--- src/rtl/qtcore_bridge_pkg.sv ---
// ============================================================================
// qtcore_bridge_pkg : shared types for the qtcore scan bridge
// Rev 1.0 : initial release
// ============================================================================
`default_nettype none

package qtcore_bridge_pkg;

  typedef enum logic [1:0] {
    OP_NOP  = 2'b00,
    OP_SCAN = 2'b01,
    OP_STAT = 2'b10,
    OP_RUN  = 2'b11
  } op_e;

  typedef enum logic [2:0] {
    ST_IDLE = 3'd0,
    ST_HDR  = 3'd1,
    ST_SCAN = 3'd2,
    ST_STAT = 3'd3,
    ST_RUN  = 3'd4,
    ST_DONE = 3'd5
  } state_e;

  function automatic int max2(input int a, input int b);
    return (a > b) ? a : b;
  endfunction

endpackage

`default_nettype wire

--- src/rtl/qtcore_scan_bridge_if.sv ---
// ============================================================================
// qtcore_scan_bridge_if : serial host link plus per-core scan/halt/enable bus
// Rev 1.0 : initial release
// ============================================================================
`default_nettype none

interface qtcore_scan_bridge_if #(
  parameter int NCH = 4
);
  logic           cs_n;
  logic           sdi;
  logic           sdo;
  logic [NCH-1:0] ch_scan_en;
  logic [NCH-1:0] ch_scan_in;
  logic [NCH-1:0] ch_scan_out;
  logic [NCH-1:0] halt_in;
  logic [NCH-1:0] proc_en;
  logic           frame_done;

  modport master (
    output cs_n, sdi, ch_scan_out, halt_in,
    input  sdo, ch_scan_en, ch_scan_in, proc_en, frame_done
  );

  modport slave (
    input  cs_n, sdi, ch_scan_out, halt_in,
    output sdo, ch_scan_en, ch_scan_in, proc_en, frame_done
  );
endinterface

`default_nettype wire

--- src/rtl/qtcore_sync2.sv ---
// ============================================================================
// qtcore_sync2 : two-flop synchroniser, async active-low reset, settable reset
// value. Only compiled when BRIDGE_SYNC_EN is defined.
// Rev 1.0 : initial release
// ============================================================================
`default_nettype none

`ifdef BRIDGE_SYNC_EN
module qtcore_sync2 #(
  parameter logic RST_VAL = 1'b0
) (
  input  wire logic clk,
  input  wire logic rst_n,
  input  wire logic i_d,
  output logic      o_q
);
  logic [1:0] r_sync;

  always_ff @(posedge clk or negedge rst_n) begin
    if (!rst_n) r_sync <= {2{RST_VAL}};
    else        r_sync <= {r_sync[0], i_d};
  end

  assign o_q = r_sync[1];
endmodule
`endif

`default_nettype wire

--- src/rtl/qtcore_scan_bridge.sv ---
// ============================================================================
// qtcore_scan_bridge : SPI-style frame decoder driving per-core scan chains,
// halt status readback and processor enables. Optional macro BRIDGE_SYNC_EN
// adds two-flop synchronisers on cs_n and sdi.
// Rev 1.0 : initial release
// ============================================================================
`default_nettype none

module qtcore_scan_bridge
  import qtcore_bridge_pkg::*;
#(
  parameter int NCH       = 4,
  parameter int CHAIN_LEN = 16
) (
  input  wire logic          clk,
  input  wire logic          rst_n,
  qtcore_scan_bridge_if.slave bus
);
  localparam int CHW     = $clog2(NCH);
  localparam int HDR_LEN = 2 + CHW;
  localparam int CNTW    = $clog2(max2(CHAIN_LEN, NCH) + 1);

  localparam logic [CNTW-1:0] c_hdr_last  = CNTW'(HDR_LEN - 2);
  localparam logic [CNTW-1:0] c_scan_last = CNTW'(CHAIN_LEN - 1);
  localparam logic [CNTW-1:0] c_stat_last = CNTW'(NCH - 1);

  logic w_cs_n;
  logic w_sdi;

`ifdef BRIDGE_SYNC_EN
  qtcore_sync2 #(.RST_VAL(1'b1)) u_sync_cs  (.clk(clk), .rst_n(rst_n), .i_d(bus.cs_n), .o_q(w_cs_n));
  qtcore_sync2 #(.RST_VAL(1'b0)) u_sync_sdi (.clk(clk), .rst_n(rst_n), .i_d(bus.sdi),  .o_q(w_sdi));
`else
  assign w_cs_n = bus.cs_n;
  assign w_sdi  = bus.sdi;
`endif

  state_e              r_state;
  state_e              w_next;
  logic [CNTW-1:0]     r_cnt;
  logic [HDR_LEN-2:0]  r_hdr;
  logic [HDR_LEN-1:0]  w_hdr;
  logic [CHW-1:0]      r_ch;
  logic [CHW-1:0]      w_hdr_ch;
  op_e                 w_hdr_op;
  logic [NCH-1:0]      r_sr;
  logic [NCH-1:0]      r_proc_en;
  logic [NCH-1:0]      w_sel;
  logic                r_frame_done;
  logic                w_done;
  logic                w_decode;
  logic                w_ch_ok;
  logic                w_scan_act;

  // Full header as seen on the edge that samples its last bit
  assign w_hdr    = {r_hdr, w_sdi};
  assign w_hdr_op = op_e'(w_hdr[HDR_LEN-1 -: 2]);
  assign w_hdr_ch = w_hdr[CHW-1:0];
  assign w_ch_ok  = (32'(w_hdr_ch) < NCH);
  assign w_sel    = NCH'(1) << r_ch;

  always_ff @(posedge clk or negedge rst_n) begin
    if (!rst_n) r_state <= ST_IDLE;
    else        r_state <= w_next;
  end

  always_comb begin
    w_next   = r_state;
    w_done   = 1'b0;
    w_decode = 1'b0;
    case (r_state)
      ST_IDLE: if (!w_cs_n) w_next = ST_HDR;
      ST_HDR: begin
        if (w_cs_n) begin
          w_next = ST_IDLE;
        end else if (r_cnt == c_hdr_last) begin
          w_decode = 1'b1;
          if (!w_ch_ok) begin
            w_next = ST_DONE;
            w_done = 1'b1;
          end else begin
            case (w_hdr_op)
              OP_NOP:  begin w_next = ST_DONE; w_done = 1'b1; end
              OP_SCAN: w_next = ST_SCAN;
              OP_STAT: w_next = ST_STAT;
              default: w_next = ST_RUN;
            endcase
          end
        end
      end
      ST_SCAN: begin
        if (w_cs_n)                    w_next = ST_IDLE;
        else if (r_cnt == c_scan_last) begin w_next = ST_DONE; w_done = 1'b1; end
      end
      ST_STAT: begin
        if (w_cs_n)                    w_next = ST_IDLE;
        else if (r_cnt == c_stat_last) begin w_next = ST_DONE; w_done = 1'b1; end
      end
      ST_RUN: begin
        if (w_cs_n) w_next = ST_IDLE;
        else        begin w_next = ST_DONE; w_done = 1'b1; end
      end
      ST_DONE: if (w_cs_n) w_next = ST_IDLE;
      default: w_next = ST_IDLE;
    endcase
  end

  always_ff @(posedge clk or negedge rst_n) begin
    if (!rst_n) begin
      r_cnt        <= '0;
      r_hdr        <= '0;
      r_ch         <= '0;
      r_sr         <= '0;
      r_proc_en    <= '0;
      r_frame_done <= 1'b0;
    end else begin
      r_frame_done <= w_done;
      if (w_next != r_state)
        r_cnt <= '0;
      else if (r_state inside {ST_HDR, ST_SCAN, ST_STAT})
        r_cnt <= r_cnt + 1'b1;
      if (!w_cs_n && (r_state == ST_IDLE || r_state == ST_HDR))
        r_hdr <= {r_hdr[HDR_LEN-3:0], w_sdi};
      if (w_decode)
        r_ch <= w_hdr_ch;
      if (w_decode && w_ch_ok && w_hdr_op == OP_STAT)
        r_sr <= bus.halt_in;
      else if (r_state == ST_STAT && !w_cs_n)
        r_sr <= r_sr << 1;
      if (r_state == ST_RUN && !w_cs_n)
        r_proc_en[r_ch] <= w_sdi;
    end
  end

  // Scan strobes are gated by cs_n so a dropped frame stops shifting at once
  assign w_scan_act     = (r_state == ST_SCAN) && !w_cs_n;
  assign bus.ch_scan_en = w_scan_act ? w_sel : '0;
  assign bus.ch_scan_in = (w_scan_act && w_sdi) ? w_sel : '0;
  assign bus.sdo        = (r_state == ST_SCAN) ? bus.ch_scan_out[r_ch] :
                          (r_state == ST_STAT) ? r_sr[NCH-1] : 1'b0;
  assign bus.proc_en    = r_proc_en;
  assign bus.frame_done = r_frame_done;

endmodule

`default_nettype wire

--- src/flat_wrapper.sv ---
// flat-port wrapper written by rule: the top's interface ports become plain ports
module qtcore_scan_bridge_flat import qtcore_bridge_pkg::*;
#(
  parameter int NCH       = 4,
  parameter int CHAIN_LEN = 16
)
  (clk, rst_n, bus_cs_n, bus_sdi, bus_ch_scan_out, bus_halt_in, bus_sdo, bus_ch_scan_en, bus_ch_scan_in, bus_proc_en, bus_frame_done);
  qtcore_scan_bridge_if #(.NCH(NCH)) bus_i ();
  input  wire logic clk;
  input  wire logic rst_n;
  input wire logic [$bits(bus_i.cs_n)-1:0] bus_cs_n;
  input wire logic [$bits(bus_i.sdi)-1:0] bus_sdi;
  input wire logic [$bits(bus_i.ch_scan_out)-1:0] bus_ch_scan_out;
  input wire logic [$bits(bus_i.halt_in)-1:0] bus_halt_in;
  output wire logic [$bits(bus_i.sdo)-1:0] bus_sdo;
  output wire logic [$bits(bus_i.ch_scan_en)-1:0] bus_ch_scan_en;
  output wire logic [$bits(bus_i.ch_scan_in)-1:0] bus_ch_scan_in;
  output wire logic [$bits(bus_i.proc_en)-1:0] bus_proc_en;
  output wire logic [$bits(bus_i.frame_done)-1:0] bus_frame_done;
  assign bus_i.cs_n = bus_cs_n;
  assign bus_i.sdi = bus_sdi;
  assign bus_i.ch_scan_out = bus_ch_scan_out;
  assign bus_i.halt_in = bus_halt_in;
  assign bus_sdo = bus_i.sdo;
  assign bus_ch_scan_en = bus_i.ch_scan_en;
  assign bus_ch_scan_in = bus_i.ch_scan_in;
  assign bus_proc_en = bus_i.proc_en;
  assign bus_frame_done = bus_i.frame_done;
  qtcore_scan_bridge #(.NCH(NCH), .CHAIN_LEN(CHAIN_LEN)) u_core (.clk(clk), .rst_n(rst_n), .bus(bus_i));
endmodule
--- config.mk ---
export PLATFORM = sky130hd
export DESIGN_NAME = qtcore_scan_bridge_flat
export DESIGN_NICKNAME = d
export VERILOG_FILES = /design/src/rtl/qtcore_bridge_pkg.sv /design/src/rtl/qtcore_scan_bridge_if.sv /design/src/rtl/qtcore_sync2.sv /design/src/rtl/qtcore_scan_bridge.sv /design/src/flat_wrapper.sv
export SDC_FILE = /design/constraint.sdc
export NUM_CORES = 1
export LEC_CHECK = 0
export ABC_AREA = 1
export CELL_PAD_IN_SITES_DETAIL_PLACEMENT = 1
export CELL_PAD_IN_SITES_GLOBAL_PLACEMENT = 1
export CORE_UTILIZATION = 37
export DETAILED_ROUTE_END_ITERATION = 10
export GPL_TIMING_DRIVEN = 0
export PLACE_DENSITY = 0.77
export SYNTH_ARGS = -nofsm -noshare
export SYNTH_HDL_FRONTEND = slang
export SYNTH_HIERARCHICAL = 1
export SYNTH_SLANG_ARGS = --single-unit
--- constraint.sdc ---
create_clock -name clk -period 2.2 [get_ports clk]
set_clock_uncertainty 0.2 [all_clocks]
set_input_delay 0.22 -clock clk [delete_from_list [all_inputs] [get_ports clk]]
set_output_delay 0.22 -clock clk [all_outputs]
set_load 0.02 [all_outputs]
# ---- Word level (Yosys, flattened, before mapping)
# Cells that the tools add are included.
dict set report totals {
  out_inout_bits 14
  in_bits 12
  ff_bits 22
}
dict set report op_classes {
  reduce_logical 14
  add_sub_neg 1
  n_eq_ne 11
  order_cmp 2
  mux 36
  n_shift 1
}
# operator n
set op_table {}
lappend op_table {{3-bit two-way mux} 9}
lappend op_table {{3-bit one-hot mux with 6 select lines} 1}
lappend op_table {{4-bit two-way mux} 4}
lappend op_table {{1-bit two-way mux} 15}
lappend op_table {{5-bit by 2-bit equality test with 1-bit output (second input constant)} 2}
lappend op_table {{5-bit two-way mux} 2}
lappend op_table {{3-bit one-hot mux with 3 select lines} 1}
lappend op_table {{1-bit logical AND} 7}
lappend op_table {{3-bit by 2-bit equality test with 1-bit output (second input constant)} 2}
lappend op_table {{3-bit equality test (second input constant)} 2}
lappend op_table {{5-bit by 1-bit adder with 5-bit output (second input constant)} 1}
lappend op_table {{5-bit by 4-bit equality test with 1-bit output (second input constant)} 1}
lappend op_table {{4-bit bitwise mux} 1}
lappend op_table {{1-bit one-hot mux with 4 select lines} 1}
lappend op_table {{2-bit nonzero test} 2}
lappend op_table {{1-bit by 2-bit << shifter with 4-bit output (first input constant)} 1}
lappend op_table {{3-bit by 1-bit equality test with 1-bit output (second input constant)} 1}
lappend op_table {{3-bit logical NOT} 1}
lappend op_table {{2-bit by 3-bit < comparator with 1-bit output (second input constant)} 1}
lappend op_table {{3-bit inequality test} 1}
lappend op_table {{3-bit nonzero test} 1}
lappend op_table {{1-bit binary-select mux with 2-bit select} 1}
lappend op_table {{1-bit demux with 2-bit select} 1}
lappend op_table {{2-bit by 1-bit equality test with 1-bit output (second input constant)} 1}
lappend op_table {{other kinds (5)} 5}

# ---- Logic depth before layout (Yosys ltp)
# Gate-level depths: netlist of run 1.
dict set report logic_depth {
  depth_word 7
  depth_mapped 13
  ltp_nobuf 13
}

# ---- Worst setup path before layout of run 1
# No wires, ideal clock.
dict set report synth_path {
  kind {register -> register}
  from {reg u_core.r_cnt[1]}
  to {reg u_core.r_cnt[0]}
  setup_ns 0.080
  n_path_buf 0
  synth_period_minus_slack_ns 1.882
  stages_incl_launch_ff 13
  path_slack_ns 0.318
  arrival_time_ns 1.601
  required_time_ns 1.920
  path_cell_list {dfrtp_1 > ha_1 > inv_1 > nor3_1 > ha_1 > nand2_1 > nor2_1 > inv_1 > nand3_2 > nand2_1 > nand2_2 > nand2_4 > nor3_2}
}
dict set report synth_via {
  elab_chain_len 6
}
# element line
set synth_rtl {}
lappend synth_rtl {{start, declared} qtcore_scan_bridge.sv:40} ;# logic [CNTW-1:0] r_cnt;
lappend synth_rtl {{start signal, assigned} qtcore_scan_bridge.sv:121} ;# r_cnt <= r_cnt + 1'b1;
lappend synth_rtl {{5-bit by 2-bit equality test with 1-bit output (tied with other cells)} qtcore_scan_bridge.sv:97} ;# else if (r_cnt == c_stat_last) begin w_next = ST_DONE; w_done = 1'b1; end
lappend synth_rtl {{3-bit two-way mux, on equally long branches} {qtcore_scan_bridge.sv:97, qtcore_scan_bridge.sv:76, qtcore_scan_bridge.sv:93}}
lappend synth_rtl {{3-bit two-way mux, on equally long branches} {qtcore_scan_bridge.sv:96, qtcore_scan_bridge.sv:74, qtcore_scan_bridge.sv:92}}
lappend synth_rtl {{3-bit one-hot mux with 6 select lines *} qtcore_scan_bridge.sv:71} ;# case (r_state)
lappend synth_rtl {{named net u_core.w_next[0]} qtcore_scan_bridge.sv:39} ;# state_e w_next;
lappend synth_rtl {{3-bit inequality test *} qtcore_scan_bridge.sv:118} ;# if (w_next != r_state)
lappend synth_rtl {{5-bit two-way mux or 2-bit nonzero test (tied branches)} --}
# Mark *: on every way through the listed nets, which the timed path passes. The rest lies on a longest branch.
# A chain may end at the register's enable or synchronous reset.

# ---- Worst setup path in the final report of run 1
dict set report layout_path {
  from {reg u_core.r_state[0]}
  to {out bus_ch_scan_en[1]}
}
dict set report layout_via {
  elab_chain_len 3
}
# element line
set layout_rtl {}
lappend layout_rtl {{start, declared} qtcore_scan_bridge.sv:38} ;# state_e r_state;
lappend layout_rtl {{start signal, assigned} qtcore_scan_bridge.sv:64} ;# else r_state <= w_next;
lappend layout_rtl {{3-bit by 2-bit equality test with 1-bit output} qtcore_scan_bridge.sv:136} ;# assign w_scan_act = (r_state == ST_SCAN) && !w_cs_n;
lappend layout_rtl {{1-bit logical AND} qtcore_scan_bridge.sv:136}
lappend layout_rtl {{4-bit two-way mux} qtcore_scan_bridge.sv:137} ;# assign bus.ch_scan_en = w_scan_act ? w_sel : '0;
lappend layout_rtl {{end, declared} flat_wrapper.sv:16} ;# output wire logic [$bits(bus_i.ch_scan_en)-1:0] bus_ch_scan_en;
# No other way between the ends.

==> impl_summary.log, run 1 <==
[metrics] outcome: finished, final reports clean
[metrics] post-detailed-route wirelength per cell: 14.38 um
[metrics] post-synth net total: 210
[metrics] count of buffers inserted at the top-level ports: 25
[metrics] area added between synthesis and finish: 26.47%
[metrics] share of flip-flops with an asynchronous set or reset after synthesis: 1.000
[metrics] CP delay by family, top: buffers and inverters
[metrics] fraction of final layout cells sized beyond drive strength 1: 0.1757
[metrics] # setup viols final: 0
[metrics] part of the cycle the worst path needs: 0.9512
[metrics] Highest Clock Rate: 477.9 MHz
[metrics] Cell Pwr Density: 1127 nW/um^2
[metrics] cell type with the largest total area after synthesis: sky130_fd_sc_hd__dfrtp_1
[metrics] vertical die dimension: 64.12 um
[metrics] post-synthesis instance total: 192
[metrics] global-route wire length before repair: 6.472 mm
[metrics] kind of capture point of the worst setup path: primary output
[metrics] worst reg2reg startpoint: u_core/r_cnt[0]
[metrics] number of flops mapped to enable cells by yosys: 0
[metrics] worst slew slack as a fraction of its limit: 0.3283
[metrics] Post-Synthesis Cell Area: 1428 sq um
[metrics] Remaining Overflow, GRT: 0
[metrics] post-synthesis sequential area ratio: 0.3856
[metrics] leading register cell type out of synthesis: sky130_fd_sc_hd__dfrtp_1
[metrics] largest fanout on the critical path: 7
[metrics] count of vias placed by the detailed router: 1320
[metrics] post-route worst hold slack: 0.2969 ns
[metrics] net count of the finished layout: 241
[metrics] IR Drop Worst-Case VDD: 0.6283 mV
[metrics] terminus of the critical flop-to-flop path: u_core/r_cnt[0]
[metrics] clock tree from TritonCTS: done
[metrics] setup repair after global routing missed its margin: yes
[metrics] clock sinks: 22
[metrics] most common cell type on the critical path: sky130_fd_sc_hd__nor2_1
[metrics] arrival time of data at the critical path endpoint: 1.67 ns
[metrics] H-Tree Level Count: 1
[metrics] total number of placement rows: 22
[metrics] number of buffers inserted during clock tree synthesis: 3
[metrics] first-iteration detailed-routing DRC count: 56
[metrics] overall die width: 64.12 um
[metrics] share of the synthesized area in the top cell type: 0.3856
[metrics] minimum clock period: 2.093 ns
[metrics] max-capacitance violation count: 0
[metrics] transition time at the pin with the least slew margin: 1.004 ns
[metrics] number of antenna cells inserted: 0
[metrics] global routing usage summed across all routing layers: 0.2068
[metrics] HP Class: in -> async
[metrics] depth of the most critical reg-to-reg path: 12
[metrics] insertion delay to the later sink of the worst-skew pair: 0.27 ns
[metrics] Final ANT Viol Nets: 0
[metrics] synth top area cells: sky130_fd_sc_hd__dfrtp_1 39%, sky130_fd_sc_hd__nand2_1 12%, sky130_fd_sc_hd__inv_1 8.4%
[metrics] router iterations before antenna repair: 4
[metrics] Synth Area per Inst: 7.436 sq um
[metrics] Static Leakage: 0.8518 nW
[metrics] Final HPWL DP: 3.014 mm
[metrics] Clock Path Buffers: 2
[metrics] overall die area: 4111 sq um
[metrics] Final Max Slew Viols: 0
[metrics] number of buffers added to fix hold violations after cts: 0
[metrics] final hold violation count: 0
[metrics] clock-pin slew of the registers on the worst-case setup and hold paths: 0.09 ns
[metrics] routability-driven placement congestion ratio: 0.8170
[metrics] overall routed net length: 3.883 mm
[metrics] initial standard-cell utilization of the core: 0.3870
[metrics] category of the worst setup path launch point: flop
[metrics] cell with the most instances after synthesis: sky130_fd_sc_hd__nand2_1
[metrics] pin count of the biggest net entering global routing: 23
[metrics] cell with the largest stage delay on the worst path: sky130_fd_sc_hd__dfrtp_2
[metrics] worst path cell trace: inv_2 -> nand3_2 -> nor2_1 -> inv_1 -> nor2_1 -> clkdlybuf4s15_1
[metrics] largest stage delay on the critical path: 0.48 ns
[metrics] warning count from the yosys run: 6
[metrics] vias in the first global route: 1399
[metrics] number of antenna violations at the first check in global routing: 0
[metrics] Place WS: -0.1223 ns
[metrics] number of top-level pins: 26
[metrics] top cells by instance count after synthesis: 47 x sky130_fd_sc_hd__nand2_1, 32 x sky130_fd_sc_hd__inv_1, 26 x sky130_fd_sc_hd__nor2_1
[metrics] Remaining DRCs: 0
[metrics] number of different library cells in the post-synthesis netlist: 25
[metrics] Crit Path Category: reg -> out
[metrics] CP required: 1.78 ns
[metrics] Reg2Reg Setup Slack: 0.12 ns
[metrics] CTS Root Cell: sky130_fd_sc_hd__clkbuf_8
[metrics] flip-flop and latch count after synthesis: 22
[metrics] Final WS setup: 0.1074 ns
[metrics] post-detailed-route via-to-cell ratio: 4.889
[metrics] worst path bufs/invs: 3
[metrics] Core Area: 3689 sq um
[routing by layer]
| metal | track usage | vias to the layer above | part of all wire |
|---|---|---|---|
| met3 | 0.01964 | 2 | 0.041 |
| met1 | 0.2551 | 627 | 0.44 |
| met5 | 0 | - | 0 |
| met2 | 0.3803 | 31 | 0.51 |
| met4 | 0.05833 | 0 | 0.0059 |
| li1 | - | 660 | - |
[power by group]
group          switching (W)  total (W)  internal, W  leakage [nW]
Sequential          0.000112   0.000647     0.000535         0.283
Combinational       0.000653    0.00100     0.000346         0.533
Clock               0.000145   0.000388     0.000243        0.0357
[area by class of cell]
cell class / instances / area, sq um
fillers: 489 / 1883
plain buffers: 1 / 11.26
flip-flops and latches: 22 / 553.0
repair buffers: 26 / 226.5
well taps: 48 / 60.06
multi-input cells: 132 / 744.5
clock buffers: 3 / 41.29
inverters: 37 / 138.9
clock inverters: 1 / 30.03
[timing repair]
item                       4_1_cts  5_1_grt
setup buffers                    0        1
setup endpoints to repair       14       13
resized for setup               14       16
[through the flow]
| step | cell area [sq um] | cells | TNS, ns | utilization | total power (W) |
|---|---|---|---|---|---|
| finish | 1805 | 270 | 0 | 0.4895 | 0.002034 |
| global placement | 1738 | 265 | 0 | 0.4712 | 0.001558 |
| detailed placement | 1738 | 265 | -0.4931 | 0.4712 | 0.001633 |
| CTS | 1812 | 269 | 0 | 0.4912 | 0.002037 |
| global route | 1805 | 270 | -0.01133 | 0.4895 | 0.002203 |
| floorplan | 1428 | 192 | 0 | - | 0.001334 |
[state kept, by name, summed over array words and instances, names as in the netlist]
| register | flops |
|---|---|
| u_core/bus.proc_en | 4 |
| u_core/r_cnt | 5 |
| u_core/r_hdr | 3 |
| u_core/r_sr | 4 |
| u_core/r_state | 3 |
| u_core/r_ch | 2 |
| u_core/bus.frame_done | 1 |
[how the worst max path moves through the flow]
stage / from / to / slack (ns) / cells after the start
6_report: u_core/r_state[0] / bus_ch_scan_en[1] / 0.11 / 6
5_1_grt: u_core/r_cnt[0] / u_core/r_cnt[0] / -0.008 / 12
3_5_place_dp: u_core/r_cnt[1] / u_core/r_cnt[0] / -0.12 / 12
2_1_floorplan: u_core/r_cnt[1] / u_core/r_cnt[0] / 0.32 / 12
4_1_cts: u_core/r_cnt[1] / u_core/r_cnt[0] / 0.01 / 12
3_3_place_gp: bus_cs_n / bus_ch_scan_in[0] / 0.04 / 5
[cells by family after synthesis]
family,share of synthesized area
XOR/XNOR,0.01841
buffers and inverters,0.1052
AND/OR/NAND/NOR,0.3409
AO/OA/AOI/OAI,0.09729
adder cells (fa/ha/maj),0.05258
flip-flops,0.3856
[placed cells by master, fill, tap and decap left out]
cell                               n
sky130_fd_sc_hd__nor4_2            1
sky130_fd_sc_hd__nand2_1          47
sky130_fd_sc_hd__nor3_2            6
sky130_fd_sc_hd__nand3_1           8
sky130_fd_sc_hd__clkdlybuf4s50_1  16
sky130_fd_sc_hd__nor2_2            2
sky130_fd_sc_hd__o21ai_0          12
sky130_fd_sc_hd__nor2_1           25
sky130_fd_sc_hd__a22o_1            2
sky130_fd_sc_hd__nand3_2           3
sky130_fd_sc_hd__clkbuf_8          3
sky130_fd_sc_hd__buf_6             1
sky130_fd_sc_hd__clkbuf_2          6
sky130_fd_sc_hd__ha_1              4
sky130_fd_sc_hd__xor2_1            3
sky130_fd_sc_hd__o221ai_1          3
sky130_fd_sc_hd__buf_4             1
sky130_fd_sc_hd__bufinv_16         1
sky130_fd_sc_hd__nand4_1           4
sky130_fd_sc_hd__inv_1            32
sky130_fd_sc_hd__dfrtp_2           2
sky130_fd_sc_hd__clkdlybuf4s15_1   2
sky130_fd_sc_hd__nor2_4            1
sky130_fd_sc_hd__o22ai_1           1
sky130_fd_sc_hd__nand2_2           3
sky130_fd_sc_hd__dfrtp_1          20
sky130_fd_sc_hd__dlygate4sd2_1     1
sky130_fd_sc_hd__a21oi_4           1
sky130_fd_sc_hd__nand2_4           1
sky130_fd_sc_hd__a21oi_1           1
sky130_fd_sc_hd__ha_2              2
sky130_fd_sc_hd__inv_2             5
sky130_fd_sc_hd__nand3b_1          1
sky130_fd_sc_hd__o21bai_1          1
(Power assumes the default switching activity.)
==> inputs of run 2 (changes only) <==
--- a/config.mk
+++ b/config.mk
@@ -8,10 +8,10 @@
 export ABC_AREA = 1
 export CELL_PAD_IN_SITES_DETAIL_PLACEMENT = 1
 export CELL_PAD_IN_SITES_GLOBAL_PLACEMENT = 1
-export CORE_UTILIZATION = 37
+export CORE_UTILIZATION = 40
 export DETAILED_ROUTE_END_ITERATION = 10
 export GPL_TIMING_DRIVEN = 0
-export PLACE_DENSITY = 0.77
+export PLACE_DENSITY = 0.83
 export SYNTH_ARGS = -nofsm -noshare
 export SYNTH_HDL_FRONTEND = slang
 export SYNTH_HIERARCHICAL = 1
==> constraint.sdc (replaced) <==
create_clock -name clk -period 2.6 [get_ports clk]
set_clock_uncertainty 0.2 [all_clocks]
set_input_delay 0.26 -clock clk [delete_from_list [all_inputs] [get_ports clk]]
set_output_delay 0.26 -clock clk [all_outputs]
set_load 0.02 [all_outputs]
==> impl_summary.log, run 2 (synthesized netlist as in run 1, its figures left out) <==
[metrics] Clock Path Buffers: 2 (unchanged)
[metrics] leading cell type in the layout, fill and taps excluded: sky130_fd_sc_hd__nand2_1
[metrics] most common cell type on the critical path: sky130_fd_sc_hd__nor2_1
[metrics] largest reg by FF count: u_core/r_cnt
[metrics] Static Leakage: 0.9402 nW (+10%)
[metrics] Highest Clock Rate: 433.9 MHz
[metrics] overall routed net length: 3.849 mm (-0.88%)
[metrics] router iterations before antenna repair: 4 (unchanged)
[metrics] area added between synthesis and finish: 24.10%
[metrics] CTS Root Cell: sky130_fd_sc_hd__clkbuf_4
[metrics] kind of capture point of the worst setup path: primary output
[metrics] outcome: finished, final reports clean
[metrics] endpoint of the worst setup timing path: bus_ch_scan_in[3]
[metrics] Reg2Reg Setup Slack: 0.34 ns (+0.22 ns)
[metrics] number of buffers added for setup after CTS: 0 (unchanged)
[metrics] depth of the most critical reg-to-reg path: 12 (unchanged)
[metrics] count of buffers inserted at the top-level ports: 25 (unchanged)
[metrics] HP Class: in -> async
[metrics] arrival time of data at the critical path endpoint: 1.84 ns (+0.17 ns)
[metrics] Final Max Slew Viols: 0 (unchanged)
[metrics] count of instances resized after the clock tree is built: 3 (-11)
[metrics] total number of placement rows: 21 (-4.5%)
[metrics] Remaining DRCs: 0 (unchanged)
[metrics] terminus of the critical flop-to-flop path: u_core/r_cnt[3]
[metrics] cell with the largest stage delay on the worst path: sky130_fd_sc_hd__dfrtp_2
[metrics] clock tree from TritonCTS: done
[metrics] final hold violation count: 0 (unchanged)
[metrics] net count of the finished layout: 240 (-0.41%)
[metrics] fraction of final layout cells sized beyond drive strength 1: 0.1227 (-0.05295)
[metrics] # setup viols final: 0 (unchanged)
[metrics] largest stage delay on the critical path: 0.49 ns (about the same)
[metrics] number of antenna cells inserted: 0 (unchanged)
[metrics] Setup crit start: u_core/r_state[2]
[metrics] pin count of the biggest net entering global routing: 23 (unchanged)
[metrics] Core Area: 3390 sq um (-8.1%)
[metrics] Final ANT Viol Nets: 0 (unchanged)
[metrics] vias in the first global route: 1396 (-0.21%)
[metrics] worst path cell trace: inv_2 -> nand3_2 -> nor2_1 -> nand2_1 -> nor2_1 -> dlygate4sd2_1
[metrics] global routing usage summed across all routing layers: 0.2272 (+0.02037)
[metrics] post-route worst hold slack: 0.3026 ns (+0.005708 ns)
[metrics] global-route wire length before repair: 6.258 mm (-3.3%)
[metrics] vertical die dimension: 61.74 um (-3.7%)
[metrics] overall die area: 3812 sq um (-7.3%)
[metrics] number of buffers inserted during clock tree synthesis: 3 (unchanged)
[metrics] Crit Path Category: reg -> out
[metrics] worst reg2reg startpoint: u_core/r_cnt[1]
[metrics] first-iteration detailed-routing DRC count: 53 (-5.4%)
[metrics] most frequent cells in the layout: 47 x sky130_fd_sc_hd__nand2_1, 32 x sky130_fd_sc_hd__inv_1, 26 x sky130_fd_sc_hd__nor2_1
[metrics] IR Drop Worst-Case VDD: 0.2681 mV (-57%)
[metrics] number of antenna violations at the first check in global routing: 0 (unchanged)
[metrics] clock-pin slew of the registers on the worst-case setup and hold paths: 0.12 ns (+0.03 ns)
[metrics] Setup TNS Final: 0 ns (unchanged)
[metrics] worst path bufs/invs: 2 (-1)
[metrics] clock sinks: 22 (unchanged)
[metrics] CP delay by family, top: simple AND/OR/NAND/NOR gates
[metrics] minimum clock period: 2.305 ns
[metrics] initial standard-cell utilization of the core: 0.4212 (+0.03415)
[metrics] Remaining Overflow, GRT: 0 (unchanged)
[metrics] Cell Pwr Density: 862.6 nW/um^2 (-23%)
[metrics] post-detailed-route via-to-cell ratio: 5.015 (+2.6%)
[metrics] category of the worst setup path launch point: flop
[metrics] largest fanout on the critical path: 7 (unchanged)
[metrics] CP required: 2.14 ns (+0.36 ns)
[metrics] number of flip-flops under the largest register name: 5 (unchanged)
[metrics] H-Tree Level Count: 1 (unchanged)
[metrics] setup repair after global routing missed its margin: no
[metrics] worst slew slack as a fraction of its limit: 0.3008 (-0.02745)
[metrics] routability-driven placement congestion ratio: 0.8448 (+3.4%)
[metrics] Final HPWL DP: 3.055 mm (+1.4%)
[metrics] number of cells on the critical path: 6 (unchanged)
[metrics] transition time at the pin with the least slew margin: 1.045 ns (+0.04104 ns)
[metrics] number of top-level pins: 26 (unchanged)
[metrics] count of vias placed by the detailed router: 1334 (+1.1%)
[metrics] part of the cycle the worst path needs: 0.8864
[metrics] max-capacitance violation count: 0 (unchanged)
[metrics] post-detailed-route wirelength per cell: 14.47 um (+0.61%)
[metrics] insertion delay to the later sink of the worst-skew pair: 0.31 ns (+0.04 ns)
[metrics] overall die width: 61.74 um (-3.7%)
[metrics] core utilization of the finished layout: 0.5227 (+0.03322)
[metrics] number of buffers added to fix hold violations after cts: 0 (unchanged)
## run 2: cell types whose count changed in the layout (fill, tap and decap cells not counted), sizes merged
cell	previous run	this run
clkbuf	9	3
dlymetal6s2s	0	6
clkdlybuf4s15	2	0
dlygate4sd2	1	3
buf	2	1
bufinv	1	0
## run 2: worst min path at each step
stage,slack (ns),start,depth (start not counted),to
2_1_floorplan,-0.24,rst_n,0,u_core/bus.frame_done
3_3_place_gp,0.27,u_core/bus.proc_en[3],2,u_core/bus.proc_en[3]
3_5_place_dp,0.28,u_core/bus.proc_en[3],2,u_core/bus.proc_en[3]
4_1_cts,0.30,u_core/bus.proc_en[3],2,u_core/bus.proc_en[3]
5_1_grt,0.33,u_core/bus.proc_en[3],2,u_core/bus.proc_en[3]
6_report,0.30,rst_n,1,u_core/r_state[1]
## run 2: report_power, final
| part | switching (W) | internal, W | leakage, nW |
|---|---|---|---|
| sequential | 0.0000960 | 0.000452 | 0.283 |
| combinational | 0.000537 | 0.000283 | 0.643 |
| clock | 0.000106 | 0.0000542 | 0.0138 |
## run 2: through the flow
| step | instance area (sq um) | worst slack [ns] | std cells | total power (W) |
|---|---|---|---|---|
| after floorplan | 1428 | 0.7183 | 192 | 0.001129 |
| after global placement | 1735 | 0.2789 | 263 | 0.001315 |
| after detailed placement | 1735 | 0.2309 | 263 | 0.001374 |
| after CTS | 1754 | 0.01152 | 266 | 0.001541 |
| after global routing | 1772 | 0.1383 | 266 | 0.001677 |
| final | 1772 | 0.2955 | 266 | 0.001528 |
## run 2: area by class of cell
type,count,area (sq um)
tap,46,57.56
multi-input combinational,132,726.9
fill,433,1618
sequential,22,553.0
timing repair buffer,25,261.5
inverter,37,138.9
buffer,1,11.26
clock buffer,3,22.52
## run 2: metal layers
metal	part of all wire	global-route usage	vias up
met1	0.45	0.2855	653
met2	0.51	0.4009	17
met3	0.020	0.02070	6
met5	0	0	-
met4	0.016	0.09206	0
li1	-	-	658
==> inputs of run 3 (changes only) <==
--- a/config.mk
+++ b/config.mk
@@ -6,12 +6,10 @@
 export NUM_CORES = 1
 export LEC_CHECK = 0
 export ABC_AREA = 1
-export CELL_PAD_IN_SITES_DETAIL_PLACEMENT = 1
-export CELL_PAD_IN_SITES_GLOBAL_PLACEMENT = 1
-export CORE_UTILIZATION = 40
+export CORE_UTILIZATION = 56
 export DETAILED_ROUTE_END_ITERATION = 10
 export GPL_TIMING_DRIVEN = 0
-export PLACE_DENSITY = 0.83
+export PLACE_DENSITY = 0.84
 export SYNTH_ARGS = -nofsm -noshare
 export SYNTH_HDL_FRONTEND = slang
 export SYNTH_HIERARCHICAL = 1
==> impl_summary.log, run 3 (synthesized netlist as in run 1, its figures left out) <==
[metrics] outcome: finished, final reports clean
[metrics] HP Class: in -> async
[metrics] Highest Clock Rate: 401.8 MHz (-7.4%)
[metrics] pin count of the biggest net entering global routing: 23 (unchanged)
[metrics] kind of capture point of the worst setup path: primary output
[metrics] Cell Count, Final, Fillers Out: 249 (-6.4%)
[metrics] most frequent cells in the layout: 47 x sky130_fd_sc_hd__nand2_1, 32 x sky130_fd_sc_hd__inv_1, 26 x sky130_fd_sc_hd__nor2_1
[metrics] part of the cycle the worst path needs: 0.9573 (+0.07093)
[metrics] global routing usage summed across all routing layers: 0.2731 (+0.04590)
[metrics] Filler Cells Inserted: 165 (-62%)
[metrics] insertion delay to the later sink of the worst-skew pair: 0.31 ns (about the same)
[metrics] post-detailed-route via-to-cell ratio: 5.281 (+5.3%)
[metrics] count of vias placed by the detailed router: 1315 (-1.4%)
[metrics] overall die area: 2755 sq um (-28%)
[metrics] number of top-level pins: 26 (unchanged)
[metrics] number of cells in the design after placement: 245 (-6.8%)
[metrics] number of buffers inserted during clock tree synthesis: 3 (unchanged)
[metrics] Final Max Slew Viols: 0 (unchanged)
[metrics] IR Drop Worst-Case VDD: 0.6185 mV (+130%)
[metrics] final hold violation count: 0 (unchanged)
[metrics] CTS Root Cell: sky130_fd_sc_hd__clkbuf_4
[metrics] net count of the finished layout: 240 (unchanged)
[metrics] category of the worst setup path launch point: flop
[metrics] leading cell type in the layout, fill and taps excluded: sky130_fd_sc_hd__nand2_1
[metrics] Remaining DRCs: 0 (unchanged)
[metrics] initial standard-cell utilization of the core: 0.6215 (+0.2003)
[metrics] post-route worst hold slack: 0.2589 ns (-0.04369 ns)
[metrics] overall die width: 52.49 um (-15%)
[metrics] vertical die dimension: 52.49 um (-15%)
[metrics] Core Area: 2297 sq um (-32%)
[metrics] Final ANT Viol Nets: 0 (unchanged)
[metrics] number of flip-flops under the largest register name: 5 (unchanged)
[metrics] Setup crit start: u_core/r_state[2]
[metrics] # setup viols final: 0 (unchanged)
[metrics] number of buffers added to fix hold violations after cts: 0 (unchanged)
[metrics] count of instances resized after the clock tree is built: 0 (-3)
[metrics] Setup TNS Final: 0 ns (unchanged)
[metrics] transition time at the pin with the least slew margin: 0.9527 ns (-0.09273 ns)
[metrics] clock-pin slew of the registers on the worst-case setup and hold paths: 0.13 ns (about the same)
[metrics] clock sinks: 22 (unchanged)
[metrics] max-capacitance violation count: 0 (unchanged)
[metrics] router iterations before antenna repair: 4 (unchanged)
[metrics] count of buffers inserted at the top-level ports: 25 (unchanged)
[metrics] number of antenna cells inserted: 0 (unchanged)
[metrics] Place WS: 0.2835 ns (+0.05260 ns)
[metrics] global-route wire length before repair: 5.382 mm (-14%)
[metrics] clock tree from TritonCTS: done
[metrics] Remaining Overflow, GRT: 0 (unchanged)
[metrics] arrival time of data at the critical path endpoint: 2.03 ns (+0.19 ns)
[metrics] Crit Path Category: reg -> out
[metrics] overall routed net length: 3.236 mm (-16%)
[metrics] area added between synthesis and finish: 23.84%
[metrics] H-Tree Level Count: 1 (unchanged)
[metrics] setup repair after global routing missed its margin: no
[metrics] Final WS setup: 0.1110 ns (-0.1844 ns)
[metrics] number of antenna violations at the first check in global routing: 0 (unchanged)
[metrics] largest fanout on the critical path: 7 (unchanged)
[metrics] worst slew slack as a fraction of its limit: 0.3629 (+0.06202)
[metrics] first-iteration detailed-routing DRC count: 55 (+3.8%)
[metrics] Static Leakage: 0.8276 nW (-12%)
[metrics] minimum clock period: 2.489 ns (+0.1844 ns)
[metrics] worst reg2reg startpoint: u_core/r_cnt[1]
[metrics] vias in the first global route: 1284 (-8.0%)
[metrics] routability-driven placement congestion ratio: 0.8871 (+5.0%)
[metrics] Clock Path Buffers: 2 (unchanged)
[metrics] CP required: 2.14 ns (about the same)
[metrics] number of buffers added for setup after CTS: 0 (unchanged)
[metrics] total number of placement rows: 17 (-19%)
[metrics] Cell Pwr Density: 908.9 nW/um^2 (+5.4%)
[metrics] largest reg by FF count: u_core/r_cnt
[metrics] Final HPWL DP: 2.449 mm (-20%)
[metrics] fraction of final layout cells sized beyond drive strength 1: 0.1267 (+0.003970)
[metrics] post-detailed-route wirelength per cell: 13.00 um (-10%)
## run 3: cell types whose count changed in the layout (fill, tap and decap cells not counted), sizes merged
cell / before / now
bufinv: 0 / 1
clkdlybuf4s50: 16 / 25
dlygate4sd2: 3 / 0
dlymetal6s2s: 6 / 0
## run 3: path summary, 6_finish.rpt
kind | endpoint | slack (ns) | depth (start not counted)
min reg2reg | u_core/bus.proc_en[0] | 0.31 | 2
min | u_core/r_sr[0] | 0.26 | 1
min in group clk | u_core/r_sr[0] | 0.31 | 3
max reg2reg | u_core/r_cnt[2] | 0.43 | 12
max | bus_ch_scan_in[1] | 0.11 | 6
max in group asynchronous | u_core/r_state[2] | 1.31 | 1
## run 3: per-stage QoR
stage / area, sq um / util / power [W]
floorplan: 1428 / - / 0.001129
global placement: 1713 / 0.7456 / 0.001298
detailed placement: 1713 / 0.7456 / 0.001328
CTS: 1765 / 0.7685 / 0.001603
global route: 1768 / 0.7696 / 0.001737
finish: 1768 / 0.7696 / 0.001607
## run 3: layout make-up
cell class / count / area [sq um] / share of cell area
well taps: 28 / 35.03 / 0.01982
clock inverters: 1 / 30.03 / 0.01699
clock buffers: 3 / 22.52 / 0.01274
plain buffers: 1 / 11.26 / 0.006369
multi-input cells: 132 / 726.9 / 0.4112
flip-flops and latches: 22 / 553.0 / 0.3128
inverters: 37 / 138.9 / 0.07856
repair buffers: 25 / 250.2 / 0.1415
## run 3: power breakdown
part	switching, W	internal [W]	total, W
logic	0.000513	0.000283	0.000796
registers	0.0000924	0.000452	0.000544
clock network	0.000111	0.000156	0.000266
total	0.000716	0.000891	0.00161
## run 3: critical path, cell delays in order (launching register included)
cell and delay [ns]:
sky130_fd_sc_hd__dfrtp_2 0.48, sky130_fd_sc_hd__inv_2 0.12, sky130_fd_sc_hd__nand3_2 0.10, sky130_fd_sc_hd__nor2_1 0.15, sky130_fd_sc_hd__nand2_1 0.13, sky130_fd_sc_hd__nor2_1 0.11, sky130_fd_sc_hd__clkdlybuf4s50_1 0.61
## run 3: layer usage
| metal | track usage | vias up | share of wire |
|---|---|---|---|
| met3 | 0.04638 | 8 | 0.040 |
| met2 | 0.4304 | 36 | 0.47 |
| met1 | 0.3474 | 606 | 0.46 |
| met4 | 0.1623 | 0 | 0.024 |
| li1 | - | 665 | - |
| met5 | 0 | - | 0 |
